$ cat src/rtl/poly_note_synth.sv
// Polyphonic square-wave synth: VOICES oscillators with attack/release envelopes, mixed and
// serialised to a stereo DAC. Define SYNTH_SAT_EN to clamp the mix instead of wrapping it.
module poly_note_synth #(
    parameter int unsigned VOICES       = 4,
    parameter int unsigned DIV_W        = 20,
    parameter int unsigned SAMPLE_W     = 16,
    parameter int unsigned AMP_SHIFT    = 5,
    parameter int unsigned ATTACK_STEP  = 32,
    parameter int unsigned RELEASE_STEP = 8,
    parameter int unsigned BCK_HALF     = 4
) (
    input  logic                         clk,
    input  logic                         rst,
    input  logic [VOICES*DIV_W-1:0]      note_div,
    input  logic [VOICES-1:0]            voice_on,
    output logic                         audio_appsel,
    output logic                         audio_sysclk,
    output logic                         audio_bck,
    output logic                         audio_ws,
    output logic                         audio_data,
    output logic                         sample_strobe,
    output logic [$clog2(VOICES+1)-1:0]  active_voices
);

    localparam int unsigned SUB_W = (BCK_HALF > 1) ? $clog2(BCK_HALF) : 1;
    localparam int unsigned ACT_W = $clog2(VOICES + 1);
`ifdef SYNTH_SAT_EN
    localparam int unsigned SUM_W = SAMPLE_W + $clog2(VOICES);
`else
    // Wrapping is modular, so a SAMPLE_W-wide accumulator yields the same low bits.
    localparam int unsigned SUM_W = SAMPLE_W;
`endif

    logic [SUB_W-1:0]        sub_q, sub_d;
    logic [5:0]              hp_q, hp_d;
    logic                    frame_start;
    logic [VOICES-1:0]       phase_v, env_nz;
    logic signed [SUM_W-1:0] amp [VOICES];
    logic signed [SUM_W-1:0] sum;
    logic [SAMPLE_W-1:0]     mix, sample_q, word, word_sh;
    logic [ACT_W-1:0]        act_q, act_d;
    logic                    bck_q, ws_q, data_q, data_d, strobe_q, appsel_q;

    // hp counts bck half periods: bit 0 is bck, bits 4:1 the bit slot, bit 5 the channel.
    assign frame_start = (hp_q == 6'd0) && (sub_q == '0);

    always_comb begin
        sub_d = sub_q + SUB_W'(1);
        hp_d  = hp_q;
        if (sub_q == SUB_W'(BCK_HALF - 1)) begin
            sub_d = '0;
            hp_d  = hp_q + 6'd1;
        end
    end

    for (genvar g = 0; g < VOICES; g++) begin : g_voice
        logic [DIV_W-1:0] div, cnt_q, cnt_d;
        logic             phase_q, phase_d;
        logic [7:0]       env_q, env_d;
        logic [8:0]       env_up;

        assign div    = note_div[g*DIV_W +: DIV_W];
        assign env_up = {1'b0, env_q} + 9'(ATTACK_STEP);

        always_comb begin
            cnt_d   = cnt_q + DIV_W'(1);
            phase_d = phase_q;
            if (div == '0) begin
                cnt_d   = '0;
                phase_d = 1'b0;
            end else if (cnt_q >= div - DIV_W'(1)) begin
                // >= also catches a divider shortened below the running count
                cnt_d   = '0;
                phase_d = ~phase_q;
            end
            env_d = env_q;
            if (frame_start) begin
                if (voice_on[g]) begin
                    env_d = env_up[8] ? 8'hFF : env_up[7:0];
                end else begin
                    env_d = (env_q >= 8'(RELEASE_STEP)) ? env_q - 8'(RELEASE_STEP) : 8'h00;
                end
            end
        end

        always_ff @(posedge clk or posedge rst) begin
            if (rst) begin
                cnt_q   <= '0;
                phase_q <= 1'b0;
                env_q   <= '0;
            end else begin
                cnt_q   <= cnt_d;
                phase_q <= phase_d;
                env_q   <= env_d;
            end
        end

        assign amp[g]     = SUM_W'(env_q) << AMP_SHIFT;
        assign phase_v[g] = phase_q;
        assign env_nz[g]  = |env_d;
    end

    always_comb begin
        sum = '0;
        for (int i = 0; i < VOICES; i++) begin
            sum = phase_v[i] ? sum + amp[i] : sum - amp[i];
        end
    end

`ifdef SYNTH_SAT_EN
    localparam logic signed [SUM_W-1:0] SAT_MAX = SUM_W'(2 ** (SAMPLE_W - 1) - 1);
    localparam logic signed [SUM_W-1:0] SAT_MIN = SUM_W'(-(2 ** (SAMPLE_W - 1)));

    always_comb begin
        if (sum > SAT_MAX) begin
            mix = {1'b0, {(SAMPLE_W-1){1'b1}}};
        end else if (sum < SAT_MIN) begin
            mix = {1'b1, {(SAMPLE_W-1){1'b0}}};
        end else begin
            mix = sum[SAMPLE_W-1:0];
        end
    end
`else
    assign mix = sum;
`endif

    always_comb begin
        act_d = '0;
        for (int i = 0; i < VOICES; i++) begin
            act_d = act_d + ACT_W'(env_nz[i]);
        end
    end

    // The frame-start slot sends the fresh mix so the MSB leaves with the strobe.
    assign word    = frame_start ? mix : sample_q;
    assign word_sh = word << hp_q[4:1];
    assign data_d  = word_sh[SAMPLE_W-1];

    always_ff @(posedge clk or posedge rst) begin
        if (rst) begin
            sub_q    <= '0;
            hp_q     <= '0;
            sample_q <= '0;
            act_q    <= '0;
            bck_q    <= 1'b0;
            ws_q     <= 1'b0;
            data_q   <= 1'b0;
            strobe_q <= 1'b0;
            appsel_q <= 1'b0;
        end else begin
            sub_q    <= sub_d;
            hp_q     <= hp_d;
            bck_q    <= hp_q[0];
            ws_q     <= hp_q[5];
            data_q   <= data_d;
            strobe_q <= frame_start;
            appsel_q <= 1'b1;
            if (frame_start) begin
                sample_q <= mix;
                act_q    <= act_d;
            end
        end
    end

    assign audio_appsel  = appsel_q;
    assign audio_sysclk  = clk;
    assign audio_bck     = bck_q;
    assign audio_ws      = ws_q;
    assign audio_data    = data_q;
    assign sample_strobe = strobe_q;
    assign active_voices = act_q;

endmodule
$ cat config.mk
export PLATFORM = sky130hd
export DESIGN_NAME = poly_note_synth
export DESIGN_NICKNAME = d
export VERILOG_FILES = /design/src/rtl/poly_note_synth.sv
export SDC_FILE = /design/constraint.sdc
export NUM_CORES = 1
export LEC_CHECK = 0
export ABC_AREA = 0
export BUFFER_PORTS_ARGS = -buffer_cell sky130_fd_sc_hd__buf_2
export CAP_MARGIN = 10
export CORE_ASPECT_RATIO = 1.4
export CORE_MARGIN = 2
export CORE_UTILIZATION = 56
export DETAILED_ROUTE_END_ITERATION = 16
export GPL_ROUTABILITY_DRIVEN = 1
export PLACE_DENSITY_LB_ADDON = 0.12
export SLEW_MARGIN = 20
export SYNTH_ARGS = -nofsm -noshare
export SYNTH_HDL_FRONTEND = slang
export SYNTH_SLANG_ARGS = --single-unit
$ cat constraint.sdc
create_clock -name clk -period 5 [get_ports clk]
set_clock_uncertainty 0.05 [all_clocks]
set_input_delay 1 -clock clk [delete_from_list [all_inputs] [get_ports clk]]
set_output_delay 1 -clock clk [all_outputs]
set_load 0.02 [all_outputs]
# [Word-level counts from Yosys, hierarchy flattened]
# Index checks and enable logic that the tools add are counted.
[totals] register_bits=148 latch_bits=0 ramBits=0 mem_bits_ro=0 inputBits=86 output_inout_bits=9 word_cells=116 n_memories=0
[classes] n_addsub=28 mul=0 div_mod_pow=0 order_cmp=8 eq_ne=1 shifts=1 muxes=38 bitwise_logic=4 reduce_logical=15
[op_table] op="two-way mux 20 bit" n=8
[op_table] op="two-way mux 8 bit" n=16
[op_table] op="adder 20 x 1 -> 20 bit, second input constant" n=4
[op_table] op="greater-or-equal comparator 20 bit" n=4
[op_table] op="logical NOT 20 bit" n=4
[op_table] op="two-way mux 16 bit" n=5
[op_table] op="subtractor 20 x 1 -> 20 bit, second input constant" n=4
[op_table] op="adder 16 x 14 -> 16 bit" n=3
[op_table] op="subtractor 16 x 14 -> 16 bit" n=3
[op_table] op="adder 8 x 6 -> 9 bit, second input constant" n=4
[op_table] op="greater-or-equal comparator 8 x 4 -> 1 bit, second input constant" n=4
[op_table] op="OR reduction 8 bit" n=4
[op_table] op="subtractor 8 x 4 -> 8 bit, second input constant" n=4
[op_table] op="<< shifter 16 x 4 -> 16 bit" n=1
[op_table] op="subtractor 1 x 13 -> 14 bit, first input constant" n=1
[op_table] op="two-way mux 1 bit" n=8
[op_table] op="nonzero test 2 bit" n=4
[op_table] op="adder 6 x 1 -> 6 bit, second input constant" n=1
[op_table] op="logical NOT 6 bit" n=1
[op_table] op="inverter 1 bit" n=4
[op_table] op="adder 2 x 1 -> 3 bit" n=1
[op_table] op="adder 3 x 1 -> 3 bit" n=1
[op_table] op="adder 1 x 1 -> 2 bit" n=1
[op_table] op="adder 2 x 1 -> 2 bit, second input constant" n=1
[op_table] op="4 further kinds" n=4

# [Longest topological paths before layout]
[depth] depth_word=10 mapped_depth=23 mapped_depth_nobuf=23

==> results.md <==
* Crit path arrival time at about 5.2 ns
* Non-filler cells in the finished layout at 1737
* I/O pin total at 95
* Proportion of layout cells with a drive suffix above 1 at 0.125
* Final Hold Fails at 0
* Crit-path cells: inv_1 -> ha_1 -> mux2_4 -> fa_1 -> a21oi_2 -> o21ai_0 -> xor2_1 -> ha_1 -> nand3_1 -> o211ai_1 -> nor2_1 -> xnor2_1 -> ha_1 -> or2_4 -> a21oi_2 -> a31oi_2 -> a31oi_2 -> xnor2_2 -> xnor2_2 -> or3_1 -> a31oi_1
* Critical path's slowest cell: fa_1
* Register bit total from synthesis at between 100 and 150
* All-Layer GR Usage at 0.230
* Compound-cell area share of the yosys netlist at 0.126
* Fin crit period at 4.78 ns
* Drt initial violations at 436
* Worst Setup Path Type: flip-flop to flip-flop
* First-pass GRT wire length at roughly 43 mm
* Design Area, Final at 0.0135 mm²
* Async SR Flop Fraction at 1.00
* Total gr overflow at 0
* Gpl congestion at 0.881
* Most frequent cells in the layout: 174 x nor2_1, 148 x dfrtp_1, 144 x ha_1, 126 x xnor2_1, 94 x buf_2
* Largest net degree at the start of global routing at 57
* CP Launch Type: flip-flop
* Syn_nets at 1592
* Reg area at between 0.003 and 0.004 mm²
* Vias at between 9k and 10k
* Post-DRT Antenna Nets at 0
* Hold Buf Count CTS at 0
* # diodes at 0
* Maxcap violations at 0
* Initial antenna violation count at 0
* WP data required at approximately 5.4 ns
* P_leak at 6.44 nW
* Placed Instances at 1694
* Die H at roughly 180 µm
* Slew Viols, Final at 0
* 1st-pass router iterations at 5
* Synth Instances at approximately 1.4k
* DR DRC count at 0
* Pwr per Cell Area at around 550 mW/mm²
* Period utilization at 0.956
* PortBufs at 94
* Hold WC Path Type: flip-flop to flip-flop
* Most frequent CP cell: ha_1
* Mapped Avg Cell Area at between 8 and 9 µm²
* Warnings, synthesis at 0
* Crit path max-delay family: adder cells
* Hpwl dp at between 15 and 20 mm
* Area of the multi-input gates at roughly 0.0079 mm²
* Multiplexer share of the synthesized area at 0.0117
* Area grow syn2layout at 13.5%
* Status: finished clean
* Fill count at around 1.8k
* Number of synthesized flops with an enable pin at 0
* Routed vias/inst at ~5.6
* Crit path buf inv count at 1
* DRT Wirelength at between 20 and 25 mm
* Setup ws final at 0.222 ns
* Leading cell type in the layout, fill and taps excluded: nor2_1
* Mapped Area at around 0.012 mm²
* Slew Limit Headroom at 0.469
* Worst-path maximum fanout at 4
* Pre-CTS setup slack at about 0.094 ns
* Clock transition at the registers of the reported paths at ~0.06 ns
* Die W at approximately 130 µm
* Largest family of logic cells by synthesized area: simple AND/OR/NAND/NOR gates
* Nets at 1699
* Fmax at between 0.2 and 0.25 GHz
* Post-synth cell types at 68
* Synth Area in XOR/XNOR at 0.152
* Vias in the first global route at approximately 9.8k
* Slew @ Worst Pin at a little under 0.8 ns
* TritonCTS clock tree: yes
* Worst skew pair latency at around 0.54 ns
* Initial Utilization at 0.565
* Synth Area in Adders at 0.159
* Placeable Area at roughly 0.021 mm²
* Worst vdd ir at 0.000576 V
* Top_reg_cell synth: dfrtp_1
* Drt wl/cell at between 10 and 15 µm
* Critical path's largest stage delay at ~0.48 ns
* Final setup fails at 0
* Total placed instance area at around 0.013 mm²
* Die ar. at 0.0224 mm²
* Final Util at 0.641
* Worst setup EP type: flip-flop
* Total Power at approximately 7.5 mW
* Post-Synth Simple-Gate Area at 0.206
* FP Rows at 63
* Register area share after synthesis at 0.311
==> where the power goes <==
| part | switching (mW) | internal [mW] | total [mW] | leakage, nW |
|---|---|---|---|---|
| sequential | 0.219 | 1.39 | 1.61 | 1.89 |
| clock | 0.540 | 0.905 | 1.45 | 0.327 |
| combinational | 2.26 | 2.15 | 4.41 | 4.23 |
==> timing repair <==
| action | CTS | global route |
|---|---|---|
| setup buffers | 0 | 7 |
| endpoints found under the setup margin | 0 | 2 |
| resized for setup | 0 | 15 |
==> cell families after synthesis <==
kind of cell	Yosys count
muxes	12
other	1
AOI/OAI and AO/OA	232
adders and majority gates	149
DFF	148
buffers and inverters	102
and+or+nand+nor	508
xor gates and xnor gates	205
==> final cells by class <==
| class | count | area share |
|---|---|---|
| Multi-Input combinational cell | 1107 | 0.583 |
| Tap cell | 260 | 0.0241 |
| Timing Repair Buffer | 114 | 0.0480 |
| Clock inverter | 12 | 0.0114 |
| Sequential cell | 148 | 0.275 |
| Inverter | 72 | 0.0203 |
| Clock buffer | 24 | 0.0390 |
==> per-layer routing <==
| metal | GRT usage | part of all wire | up-vias | routed length, µm |
|---|---|---|---|---|
| li1 | - | - | 4965 | - |
| met1 | 0.258 | 0.41 | 4596 | 10200 |
| met2 | 0.432 | 0.54 | 169 | 13400 |
| met3 | 0.0400 | 0.027 | 42 | 669 |
| met4 | 0.0842 | 0.025 | 0 | 629 |
| met5 | 0 | 0 | - | 0 |
==> state kept, by name (all words and copies together) (netlist names) <==
register	flops
active_voices	3
audio_ws	1
audio_bck	1
sample_strobe	1
g_voice.cnt_q	80
audio_appsel	1
g_voice.env_q	32
hp_q	6
audio_data	1
sample_q	16
sub_q	2
g_voice.phase_q	4
==> path summary, 6_finish.rpt <==
check                                     from              endpoint  slack (ns)  cells after the start
max in group asynchronous                  rst   g_voice[0].cnt_q[4]        3.37                      4
min in group asynchronous                  rst  g_voice[3].cnt_q[19]        0.42                      2
hold reg to reg                        hp_q[5]              audio_ws        0.39                      0
hold / removal                         hp_q[5]              audio_ws        0.39                      0
setup / recovery           g_voice[1].env_q[1]            audio_data        0.22                     21
setup reg to reg           g_voice[1].env_q[1]            audio_data        0.22                     21
==> through the flow <==
| step | hold WS [ns] | TNS, ns |
|---|---|---|
| after floorplan | 0.343 | 0 |
| after global placement | 0.377 | 0 |
| after detailed placement | 0.381 | 0 |
| after CTS | 0.393 | 0 |
| after global routing | 0.411 | -0.0559 |
| final | 0.387 | 0 |
==> cell usage after synthesis, drive strengths merged (2+ instances only) <==
master   instances  share of area
nor2           174          0.055
dfrtp          148           0.31
ha             145           0.15
xnor2          129          0.096
nand2           93          0.029
xor2            76          0.056
inv             72          0.023
a21oi           68          0.029
nor3            62          0.028
nand3           56          0.024
o21ai           43          0.018
a21o            40          0.025
nand4           22          0.012
nor4            22          0.013
and3            20          0.011
clkbuf          20         0.0063
a31oi           14         0.0079
and2            12         0.0063
or3             11         0.0058
buf             10         0.0042
nor2b           10         0.0053
nand2b           9         0.0047
o31ai            8         0.0051
a22oi            7         0.0044
o211ai           7         0.0044
mux2i            6         0.0051
o21a             6         0.0038
mux2             5         0.0047
o21bai           5         0.0032
o32a             5         0.0042
fa               4         0.0067
nand3b           4         0.0025
o22a             4         0.0029
o22ai            4         0.0021
or4              4         0.0025
a41oi            3         0.0028
o2111ai          3         0.0022
o31a             3         0.0022
o41ai            3         0.0022
a211oi           2         0.0013
a21boi           2         0.0013
nand4b           2         0.0027
nor3b            2         0.0013
or2              2         0.0011
Note: power is estimated with default switching activity, not from simulation.
